===== config.mk =====
export PLATFORM = sky130hd
export DESIGN_NAME = mem_req_issuer
export DESIGN_NICKNAME = d
export VERILOG_FILES = /design/src/rtl/mem_req_issuer.sv
export SDC_FILE = /design/constraint.sdc
export NUM_CORES = 1
export LEC_CHECK = 0
export ABC_CLOCK_PERIOD_IN_PS = 2880
export CORE_MARGIN = 2
export CORE_UTILIZATION = 30
export DETAILED_ROUTE_END_ITERATION = 7
export PLACE_DENSITY = 0.76
export SLEW_MARGIN = 20
export SYNTH_ARGS = -nofsm -noshare
export SYNTH_HDL_FRONTEND = slang
export SYNTH_SLANG_ARGS = --single-unit

===== constraint.sdc =====
create_clock -name clk_i -period 2.88 [get_ports clk_i]
set_input_delay 0.72 -clock clk_i [delete_from_list [all_inputs] [get_ports clk_i]]
set_output_delay 0.72 -clock clk_i [all_outputs]
set_load 0.02 [all_outputs]

===== src/rtl/mem_req_issuer.sv =====
`default_nettype none
// ============================================================================
// Module : mem_req_issuer
// Pops requests from a fall-through request FIFO and issues each one as a
// single-beat AXI4-Lite read or write, one transaction outstanding.
// Rev    : 1.0  initial release
// ============================================================================

module mem_req_issuer #(
  parameter int ADDR_WIDTH = 32,
  parameter int DATA_WIDTH = 32
) (
  input  logic                    clk_i,
  input  logic                    rst_ni,
  // upstream request queue
  input  logic                    req_empty_i,
  output logic                    req_pop_o,
  input  logic                    req_we_i,
  input  logic [ADDR_WIDTH-1:0]   req_addr_i,
  input  logic [DATA_WIDTH-1:0]   req_wdata_i,
  input  logic [DATA_WIDTH/8-1:0] req_wstrb_i,
  // AXI4-Lite read channels
  output logic [ADDR_WIDTH-1:0]   m_araddr_o,
  output logic                    m_arvalid_o,
  input  logic                    m_arready_i,
  input  logic [DATA_WIDTH-1:0]   m_rdata_i,
  input  logic [1:0]              m_rresp_i,
  input  logic                    m_rvalid_i,
  output logic                    m_rready_o,
  // AXI4-Lite write channels
  output logic [ADDR_WIDTH-1:0]   m_awaddr_o,
  output logic                    m_awvalid_o,
  input  logic                    m_awready_i,
  output logic [DATA_WIDTH-1:0]   m_wdata_o,
  output logic [DATA_WIDTH/8-1:0] m_wstrb_o,
  output logic                    m_wvalid_o,
  input  logic                    m_wready_i,
  input  logic [1:0]              m_bresp_i,
  input  logic                    m_bvalid_i,
  output logic                    m_bready_o,
  // completion to the core
  output logic                    resp_valid_o,
  output logic                    resp_we_o,
  output logic [DATA_WIDTH-1:0]   resp_rdata_o,
  output logic                    resp_err_o
);

  localparam int c_STRB_WIDTH = DATA_WIDTH / 8;

  typedef enum logic [2:0] {
    S_IDLE    = 3'd0,
    S_RD_ADDR = 3'd1,
    S_RD_DATA = 3'd2,
    S_WR_REQ  = 3'd3,
    S_WR_RESP = 3'd4
  } state_t;

  state_t                  r_state;
  state_t                  w_state_next;

  logic [ADDR_WIDTH-1:0]   r_addr;
  logic [DATA_WIDTH-1:0]   r_wdata;
  logic [c_STRB_WIDTH-1:0] r_wstrb;
  logic                    r_aw_done;
  logic                    r_w_done;
  logic                    r_resp_valid;
  logic                    r_resp_we;
  logic [DATA_WIDTH-1:0]   r_resp_rdata;
  logic                    r_resp_err;

  logic                    w_aw_fire;
  logic                    w_w_fire;
  logic                    w_r_fire;
  logic                    w_b_fire;

  always_ff @(posedge clk_i) begin
    if (!rst_ni) begin
      r_state <= S_IDLE;
    end else begin
      r_state <= w_state_next;
    end
  end

  always_comb begin
    w_state_next = r_state;
    req_pop_o    = 1'b0;
    m_arvalid_o  = 1'b0;
    m_rready_o   = 1'b0;
    m_awvalid_o  = 1'b0;
    m_wvalid_o   = 1'b0;
    m_bready_o   = 1'b0;
    case (r_state)
      S_IDLE: begin
        // Gated by reset so a request is never consumed on a resetting edge.
        req_pop_o = ~req_empty_i & rst_ni;
        if (req_pop_o) begin
          w_state_next = req_we_i ? S_WR_REQ : S_RD_ADDR;
        end
      end
      S_RD_ADDR: begin
        m_arvalid_o = 1'b1;
        if (m_arready_i) begin
          w_state_next = S_RD_DATA;
        end
      end
      S_RD_DATA: begin
        m_rready_o = 1'b1;
        if (m_rvalid_i) begin
          w_state_next = S_IDLE;
        end
      end
      S_WR_REQ: begin
        m_awvalid_o = ~r_aw_done;
        m_wvalid_o  = ~r_w_done;
        if ((r_aw_done | m_awready_i) & (r_w_done | m_wready_i)) begin
          w_state_next = S_WR_RESP;
        end
      end
      S_WR_RESP: begin
        m_bready_o = 1'b1;
        if (m_bvalid_i) begin
          w_state_next = S_IDLE;
        end
      end
      default: begin
        w_state_next = S_IDLE;
      end
    endcase
  end

  assign w_aw_fire = m_awvalid_o & m_awready_i;
  assign w_w_fire  = m_wvalid_o  & m_wready_i;
  assign w_r_fire  = m_rready_o  & m_rvalid_i;
  assign w_b_fire  = m_bready_o  & m_bvalid_i;

  always_ff @(posedge clk_i) begin
    if (!rst_ni) begin
      r_addr       <= '0;
      r_wdata      <= '0;
      r_wstrb      <= '0;
      r_aw_done    <= 1'b0;
      r_w_done     <= 1'b0;
      r_resp_valid <= 1'b0;
      r_resp_we    <= 1'b0;
      r_resp_rdata <= '0;
      r_resp_err   <= 1'b0;
    end else begin
      r_resp_valid <= 1'b0;
      if (req_pop_o) begin
        r_addr    <= req_addr_i;
        r_wdata   <= req_wdata_i;
        r_wstrb   <= req_wstrb_i;
        r_aw_done <= 1'b0;
        r_w_done  <= 1'b0;
      end
      if (w_aw_fire) begin
        r_aw_done <= 1'b1;
      end
      if (w_w_fire) begin
        r_w_done <= 1'b1;
      end
      if (w_r_fire) begin
        r_resp_valid <= 1'b1;
        r_resp_we    <= 1'b0;
        r_resp_rdata <= m_rdata_i;
        r_resp_err   <= |m_rresp_i;
      end
      // Write completions leave the last read data visible to the core.
      if (w_b_fire) begin
        r_resp_valid <= 1'b1;
        r_resp_we    <= 1'b1;
        r_resp_err   <= |m_bresp_i;
      end
    end
  end

  assign m_araddr_o   = r_addr;
  assign m_awaddr_o   = r_addr;
  assign m_wdata_o    = r_wdata;
  assign m_wstrb_o    = r_wstrb;
  assign resp_valid_o = r_resp_valid;
  assign resp_we_o    = r_resp_we;
  assign resp_rdata_o = r_resp_rdata;
  assign resp_err_o   = r_resp_err;

endmodule

`default_nettype wire


==> impl_metrics.py, run 1 <==
metrics = {
    "synth": {
        "syn_nets": 631,
        "synth_top_cells_by_area": "dfxtp_1 52%, nand2_1 18%, nand3_1 8.1%",
        "ys_seq_area_share_pct": 51.6,
        "ys_types": 30,
        "yosys_warnings": 0,
        "ys_seq_elements": 108,
        "synth_top_cell_by_area": "dfxtp_1",
        "avgSynthCellArea_um2": 8.09,
        "synth_area_um2": 4190,
        "postSynthCellCount": 518,
        "netlist.area_leader.share_pct": 51.6,
    },
    "timing": {
        "tightest_slew_ps": 793,
        "hold_violations": 0,
        "period_share_pct": 97.0,
        "finalMaxSlewViolations": 0,
        "rsz0062_at_grt": "false",
        "skew_ps": 9.55,
        "layout_min_cycle_time_ps": 2790,
        "setup_violations": 0,
        "relSlewSlack_pct": 47.1,
        "fmax_mhz": 358,
    },
    "finish": {
        "fin_util_pct": 50.1,
        "antenna_cells": 0,
        "finish.instance_area_um2": 6900,
        "synthToLayoutAreaGrowth_pct": 64.8,
        "fin_nets": 836,
        "drive_gt1_share_pct": 3.85,
    },
    "global_routing": {
        "grt_use_met1_pct": 19.4,
        "antenna_found_initial": 0,
        "grtUsageTotal_pct": 15.9,
        "overflow": 0,
        "use_met2_pct": 26.0,
        "grt_max_degree": 111,
        "top_usage_layer": "met2",
        "met3_usage_pct": 4.26,
        "grt_pass1_vias": 3653,
        "grt_pass1_wl_um": 18500,
    },
    "floorplan": {
        "fp.dieArea_um2": 14900,
        "initial_core_util_pct": 30.4,
        "die_h_um": 122,
        "die_x_um": 122,
        "ios": 254,
        "rows": 43,
        "core_area_um2": 13800,
    },
    "setup_path": {
        "critical_path_required_ps": 2160,
        "worst_ep_arrival_time_ps": 2070,
        "worst_setup_path_start_kind": "input port",
        "path_class": "input port to primary output",
        "crit_path_max_fanout": 2,
        "end_kind": "primary output",
    },
    "routing": {
        "num_vias": 4048,
        "ant_nets": 0,
        "drt_iter0_drc": 151,
        "drc": 0,
        "drtPass1Iterations": 4,
        "drt-total-wl_um": 12300,
        "vias_per_cell": 4.46,
        "wl_per_cell_um": 13.6,
    },
    "clock_network": {
        "ctsHoldBuffers": 0,
        "worstSkewPairLatency_ps": 350,
        "cts_sinks": 108,
        "clock_tree.buffer_depth": 2,
        "cts-root-buf": "clkbuf_16",
        "htree_levels": 3,
        "clk_pin_slew_ps": 70,
        "cts_tree": "built",
        "cts_buffers": 9,
    },
    "run": {
        "max-cap-violations": 0,
    },
    "placement": {
        "dp_hpwl_um": 8480,
        "placed_area_um2": 6580,
        "gp_congestion": 0.750,
        "io_buffers": 253,
    },
    "min_path": {
        "min_path_type": "register to register",
    },
    "pwr": {
        "p_leak_nw": 2.75,
        "p_per_area_nw_per_um2": 681,
        "ir_drop_uv": 603,
    },
    "run_status": {
        "status": "finished clean",
    },
}
[timing repair]
action / 4_1_cts / 5_1_grt
buffers inserted: 0 / 0
gates resized for setup: 1 / 0
endpoints found under the setup margin: 1 / 0
[layout by cell type (no fill, tap or decap), types with 2 or more instances in the layout]
master	Yosys	final
clkdlybuf4s50_1	0	251
nand2_1	205	205
dfxtp_1	108	108
nand3_1	68	68
a21boi_0	31	31
buf_4	34	10
clkbuf_16	0	9
nor3b_1	6	6
nor2_1	4	4
a21boi_1	3	3
a21oi_1	3	3
nor2b_1	2	2
o22ai_1	2	2
nand2b_1	2	2
nor4b_1	2	2
clkbuf_8	0	2
clkinvlp_4	0	2
clkbuf_1	11	2
[layout make-up]
| type | count | area (µm²) |
|---|---|---|
| Tap cell | 180 | 225 |
| Multi-Input combinational cell | 340 | 1590 |
| Clock inverter | 3 | 45.0 |
| Clock buffer | 13 | 260 |
| Inverter | 1 | 6.26 |
| Fill cell | 1318 | 6870 |
| Sequential cell | 108 | 2160 |
| Timing Repair Buffer | 263 | 2620 |
[path summary, 6_finish.rpt]
path,from,end,slack [ps],cells after the start
hold reg to reg,m_wdata_o[26]$_SDFFE_PN0P_,m_wdata_o[26]$_SDFFE_PN0P_,450,2
setup reg to reg,r_state[2]$_SDFFE_PN0P_,r_state[0]$_SDFFE_PN0P_,710,6
hold / removal,m_wdata_o[26]$_SDFFE_PN0P_,m_wdata_o[26]$_SDFFE_PN0P_,450,2
setup / recovery,req_empty_i,req_pop_o,90,4
[where the power goes]
group	switching (W)	total [W]	internal [W]
Clock	0.000545	0.00127	0.000723
Combinational	0.000825	0.00159	0.000762
Sequential	0.000135	0.00185	0.00171
[state kept, by name, summed over array words and instances, names as in the netlist]
register and count:
resp_valid_o 1, r_w_done 1, r_state 3, resp_err_o 1
r_aw_done 1, m_wdata_o 32, m_araddr_o 32, resp_rdata_o 32
m_wstrb_o 4, resp_we_o 1
[kinds of logic after synthesis]
kind of cell    synth area share (%)
compound gates                  7.94
simple gates                    29.9
buf+inv                         10.5
flops                           51.6
[metal layers]
metal  vias up  routed length (µm)  share of wire (%)
li1       2050                   -                  -
met1      1855                5320                 43
met2       128                5890                 48
met3        15                 869                7.0
met4         0                 265                2.1
met5         -                   0                  0
[worst max-delay path, cell delays in order]
cell and delay (ps):
clkdlybuf4s50_1 430, or3_2 530, inv_4 70, dlygate4sd2_1 320
[cell usage after synthesis]
cell type,count
nor3_1,1
a21boi_0,31
o31ai_1,1
buf_1,6
a32o_1,1
buf_4,34
o21ai_0,1
nor2_1,4
nand2_1,205
nand3_1,68
nor4b_1,2
and2_1,1
clkbuf_1,11
a2111oi_0,1
or3b_1,1
buf_6,4
a31oi_2,1
a31oi_1,1
nand3b_1,1
a21boi_1,3
inv_4,1
nand4b_1,1
nor3b_1,6
buf_2,14
nand2b_1,2
o22ai_1,2
a21oi_1,3
dfxtp_1,108
or3_1,1
nor2b_1,2
[stage by stage]
| stage | hold WS [ps] | power (W) | worst slack (ps) | setup TNS (ps) | std cells |
|---|---|---|---|---|---|
| 5_1_grt | 466 | 0.00495 | 37.8 | 0 | 908 |
| 3_3_place_gp | 441 | 0.00347 | -185 | -185 | 891 |
| 3_5_place_dp | 444 | 0.00348 | -172 | -172 | 891 |
| 2_1_floorplan | 518 | 0.00275 | 405 | 0 | 518 |
| 6_report | 450 | 0.00470 | 87.2 | 0 | 908 |
| 4_1_cts | 454 | 0.00477 | 83.3 | 0 | 907 |
Power figures use the tool's default switching activity.
==> run 2, diff against run 1 <==
Settings changed: CORE_ASPECT_RATIO set to 0.8.
==> run 2 against run 1 <==
Worst setup slack got worse by 36 ps. Non-clock buffer count rose by 2. Via count rose by 0.32%. Largest power group unchanged. Register-to-register slack got worse by 30 ps. Power barely moved. Combinational power barely moved. Final area rose by 0.25%. Wire length rose by 2.6%. Sequential power barely moved. Global-route usage rose by 0.57 points. Critical path depth did not move. Worst hold slack barely moved.
==> impl_metrics.py, run 2 (synthesis gave the netlist of run 1 again) <==
metrics = {
    "min_path": {
        "worstHoldEndpoint": "m_wdata_o[16]$_SDFFE_PN0P_",
        "holdCritStartpoint": "m_wdata_o[16]$_SDFFE_PN0P_",
        "min_path_type": "register to register",
        "min_path_cells": 2,
    },
    "routing": {
        "drtPass1Iterations": 4,
        "drc": 0,
        "num_vias": 4061,
        "wl_per_cell_um": 13.9,
        "drt_iter0_drc": 140,
        "ant_nets": 0,
        "drt-total-wl_um": 12700,
        "vias_per_cell": 4.46,
    },
    "setup_path": {
        "worst_ep_arrival_time_ps": 2110,
        "end_kind": "primary output",
        "path_class": "input port to primary output",
        "reg2reg_to": "m_araddr_o[1]$_SDFFE_PN0P_",
        "worst_setup_path_start_kind": "input port",
        "r2r_start": "r_state[2]$_SDFFE_PN0P_",
        "crit_path_max_fanout": 2,
        "r2r_slack_ps": 680,
        "rr_worst_depth": 6,
        "critical_path_required_ps": 2160,
    },
    "global_routing": {
        "overflow": 0,
        "grtUsageTotal_pct": 16.4,
        "grt_pass1_wl_um": 19100,
        "antenna_found_initial": 0,
        "grt_pass1_vias": 3732,
        "grt_max_degree": 110,
    },
    "floorplan": {
        "ios": 254,
        "core_area_um2": 13600,
        "rows": 38,
        "initial_core_util_pct": 30.8,
        "die_x_um": 136,
        "fp.dieArea_um2": 14900,
        "die_h_um": 110,
    },
    "clock_network": {
        "ctsHoldBuffers": 0,
        "htree_levels": 3,
        "cts_buffers": 9,
        "worstSkewPairLatency_ps": 340,
        "cts_tree": "built",
        "clk_pin_slew_ps": 70,
        "cts-root-buf": "clkbuf_16",
        "cts_sinks": 108,
        "clock_tree.buffer_depth": 2,
    },
    "run_status": {
        "status": "finished clean",
    },
    "timing": {
        "rsz0062_at_grt": "false",
        "final.setup.tns_ps": 0,
        "finalMaxSlewViolations": 0,
        "layout_min_cycle_time_ps": 2830,
        "setup_violations": 0,
        "relSlewSlack_pct": 46.5,
        "period_share_pct": 98.2,
        "hold_violations": 0,
        "fmax_mhz": 353,
        "skew_ps": 3.57,
        "tightest_slew_ps": 802,
    },
    "finish": {
        "finish.instance_area_um2": 6920,
        "mostFrequentLayoutCells": "251 x clkdlybuf4s50_1, 205 x nand2_1, 108 x dfxtp_1",
        "fin_util_pct": 50.9,
        "layout_commonest_cell": "clkdlybuf4s50_1",
        "synthToLayoutAreaGrowth_pct": 65.2,
        "num-fill-cells": 1311,
        "drive_gt1_share_pct": 4.38,
        "antenna_cells": 0,
        "fin_nets": 838,
    },
    "placement": {
        "gp_congestion": 0.777,
        "placed_area_um2": 6600,
        "dp_hpwl_um": 8820,
        "io_buffers": 253,
    },
    "pwr": {
        "net-switching-power_w": 0.00154,
        "sw_frac_of_total_pct": 32.8,
        "p_leak_nw": 2.76,
        "power_frac_comb_pct": 34.4,
        "seqPwrFrac_pct": 39.1,
        "p_int_w": 0.00316,
        "clkPwrFrac_pct": 26.5,
        "p_per_area_nw_per_um2": 680,
        "total_power_w": 0.00470,
        "ir_drop_uv": 438,
    },
    "run": {
        "max-cap-violations": 0,
    },
}
run 2: metrics by stage:
stage               worst slack [ps]  hold WS [ps]  std cells
CTS                             72.2           455        909
global route                    4.89           475        910
finish                          50.8           451        910
detailed placement              -189           444        893
floorplan                        405           518        518
global placement                -188           440        893
run 2: repair_timing:
action / CTS / global route
setup endpoints to repair: 1 / 0
gates resized for setup: 1 / 0
endpoints found under the hold margin: 0 / 0
setup buffers: 0 / 0
run 2: worst max-delay path by stage:
stage,startpoint,to,slack (ps),cells after the start
after detailed placement,req_empty_i,req_pop_o,-190,4
final,req_empty_i,req_pop_o,50,4
after floorplan,rst_ni,req_pop_o,410,5
after global routing,req_empty_i,req_pop_o,5,4
after CTS,req_empty_i,req_pop_o,70,4
after global placement,req_empty_i,req_pop_o,-190,4
run 2: power by group through the flow:
stage / Combinational [W] / Clock [W] / Sequential, W
floorplan: 0.000638 / 0 / 0.00211
CTS: 0.00163 / 0.00130 / 0.00184
finish: 0.00162 / 0.00125 / 0.00184
global placement: 0.00162 / 0 / 0.00187
global route: 0.00174 / 0.00134 / 0.00187
detailed placement: 0.00163 / 0 / 0.00187
run 2: layout make-up:
class | count | area, µm² | area share (%)
inverters | 1 | 6.26 | 0.0904
flip-flops and latches | 108 | 2160 | 31.2
clock inverters | 7 | 75.1 | 1.08
well taps | 180 | 225 | 3.25
repair buffers | 265 | 2640 | 38.1
multi-input cells | 340 | 1590 | 23.0
clock buffers | 9 | 225 | 3.25
run 2: metal layers:
metal / GRT usage (%) / routed length, µm / vias to the layer above / part of all wire, %
li1: - / - / 2048 / -
met1: 20.4 / 5590 / 1850 / 44
met2: 26.7 / 5810 / 152 / 46
met3: 5.99 / 1120 / 11 / 8.9
met4: 5.13 / 142 / 0 / 1.1
met5: 0 / 0 / - / 0
run 2: critical path, cell delays in order:
cell and delay, ps:
clkdlybuf4s50_1 440, or3_2 540, inv_4 70, dlygate4sd2_1 330
==> run 3, diff against run 2 <==
Settings changed: ABC_CLOCK_PERIOD_IN_PS 2880 to 2400, PLACE_DENSITY 0.76 to 0.79.
Clock period 2.88 ns to 2.4 ns, I/O delays scaled along.
==> run 3 against run 2 <==
Register-to-register slack worse by 330 ps. Global-route usage down 0.86 points. Die area unchanged. Via count rose by 0.17%. First-iteration DRC count increased by 9.3%. Clock-buffer cell count is 1 higher. Critical path type unchanged. Largest cell class unchanged. Highest routed layer unchanged.
==> impl_metrics.py, run 3 (synthesis gave the netlist of run 1 again) <==
metrics = {
    "routing": {
        "ant_nets": 0,
        "vias_per_cell": 4.48,
        "drc": 0,
        "num_vias": 4068,
        "drtPass1Iterations": 4,
        "wl_per_cell_um": 13.4,
        "drt_iter0_drc": 153,
        "drt-total-wl_um": 12200,
    },
    "global_routing": {
        "antenna_found_initial": 0,
        "grtUsageTotal_pct": 15.6,
        "grt_pass1_vias": 3710,
        "grt_max_degree": 111,
        "overflow": 0,
        "grt_pass1_wl_um": 18400,
    },
    "timing": {
        "skew_ps": 6.56,
        "layout_min_cycle_time_ps": 2270,
        "hold_ws_ps": 453,
        "tightest_slew_ps": 811,
        "period_share_pct": 94.4,
        "rsz0062_at_grt": "false",
        "finalMaxSlewViolations": 0,
        "setup_violations": 0,
        "relSlewSlack_pct": 45.9,
        "final.setup.tns_ps": 0,
        "hold_violations": 0,
        "fmax_mhz": 441,
        "timing.final.ws_setup_ps": 134,
    },
    "floorplan": {
        "die_h_um": 110,
        "initial_core_util_pct": 30.8,
        "rows": 38,
        "fp.dieArea_um2": 14900,
        "die_x_um": 136,
        "core_area_um2": 13600,
        "ios": 254,
    },
    "setup_path": {
        "path_class": "input port to primary output",
        "worst_ep_arrival_time_ps": 1670,
        "r2r_slack_ps": 350,
        "crit_path_max_fanout": 2,
        "end_kind": "primary output",
        "critical_path_required_ps": 1800,
        "worst_setup_path_start_kind": "input port",
    },
    "clock_network": {
        "ctsHoldBuffers": 0,
        "cts_buffers": 9,
        "cts-root-buf": "clkbuf_16",
        "worstSkewPairLatency_ps": 340,
        "cts_tree": "built",
        "htree_levels": 3,
        "clock_tree.buffer_depth": 2,
        "clk_pin_slew_ps": 70,
        "cts_sinks": 108,
    },
    "run": {
        "max-cap-violations": 0,
    },
    "pwr": {
        "p_leak_nw": 2.79,
        "p_per_area_nw_per_um2": 805,
        "ir_drop_uv": 421,
    },
    "finish": {
        "fin_nets": 837,
        "synthToLayoutAreaGrowth_pct": 64.6,
        "antenna_cells": 0,
        "layout_commonest_cell": "clkdlybuf4s50_1",
        "mostFrequentLayoutCells": "247 x clkdlybuf4s50_1, 205 x nand2_1, 108 x dfxtp_1",
        "drive_gt1_share_pct": 4.39,
    },
    "min_path": {
        "min_path_type": "register to register",
    },
    "placement": {
        "gp_congestion": 0.749,
        "io_buffers": 253,
        "dp_hpwl_um": 8540,
        "dp_slack_ps": -437,
    },
    "run_status": {
        "status": "finished clean",
    },
}
## run 3: cell type report
| type | count | area (µm²) |
|---|---|---|
| Fill cell | 1307 | 6700 |
| Clock inverter | 6 | 47.5 |
| Tap cell | 180 | 225 |
| Clock buffer | 10 | 239 |
| Timing Repair Buffer | 264 | 2630 |
| Inverter | 1 | 6.26 |
| Multi-Input combinational cell | 340 | 1590 |
| Sequential cell | 108 | 2160 |
## run 3: routing by layer
layer / share of wire (%) / up-vias / GRT usage, %
met4: 1.4 / 0 / 5.13
met1: 43 / 1836 / 19.1
met5: 0 / - / 0
li1: - / 2051 / -
met3: 10 / 15 / 6.22
met2: 45 / 166 / 25.1
## run 3: worst paths after layout
check,startpoint,end,depth (start not counted)
setup / recovery,req_empty_i,req_pop_o,4
hold / removal,m_wstrb_o[1]$_SDFFE_PN0P_,m_wstrb_o[1]$_SDFFE_PN0P_,2
setup reg to reg,r_state[2]$_SDFFE_PN0P_,r_state[0]$_SDFFE_PN0P_,6
hold reg to reg,m_wstrb_o[1]$_SDFFE_PN0P_,m_wstrb_o[1]$_SDFFE_PN0P_,2
## run 3: power breakdown
| part | switching (W) | leakage [nW] | internal, W |
|---|---|---|---|
| Clock | 0.000675 | 0.139 | 0.000740 |
| Sequential | 0.000152 | 0.884 | 0.00205 |
| Combinational | 0.00101 | 1.76 | 0.000918 |
| Total | 0.00184 | 2.79 | 0.00371 |
## run 3: critical path: stages
cell	delay [ps]
clkdlybuf4s50_1	430
or3_4	410
inv_4	60
buf_2	160
## run 3: per-stage QoR
stage | cell area [µm²] | std cells | power (W) | utilization (%)
finish | 6900 | 909 | 0.00555 | 50.7
global route | 6900 | 909 | 0.00586 | 50.7
CTS | 6880 | 908 | 0.00563 | 50.6
detailed placement | 6590 | 892 | 0.00419 | 48.4
global placement | 6590 | 892 | 0.00417 | 48.4
floorplan | 4190 | 518 | 0.00330 | -
## run 3: timing repair
action / CTS / global route
setup endpoints to repair: 4 / 2
resized for setup: 7 / 2
buffers inserted: 0 / 0
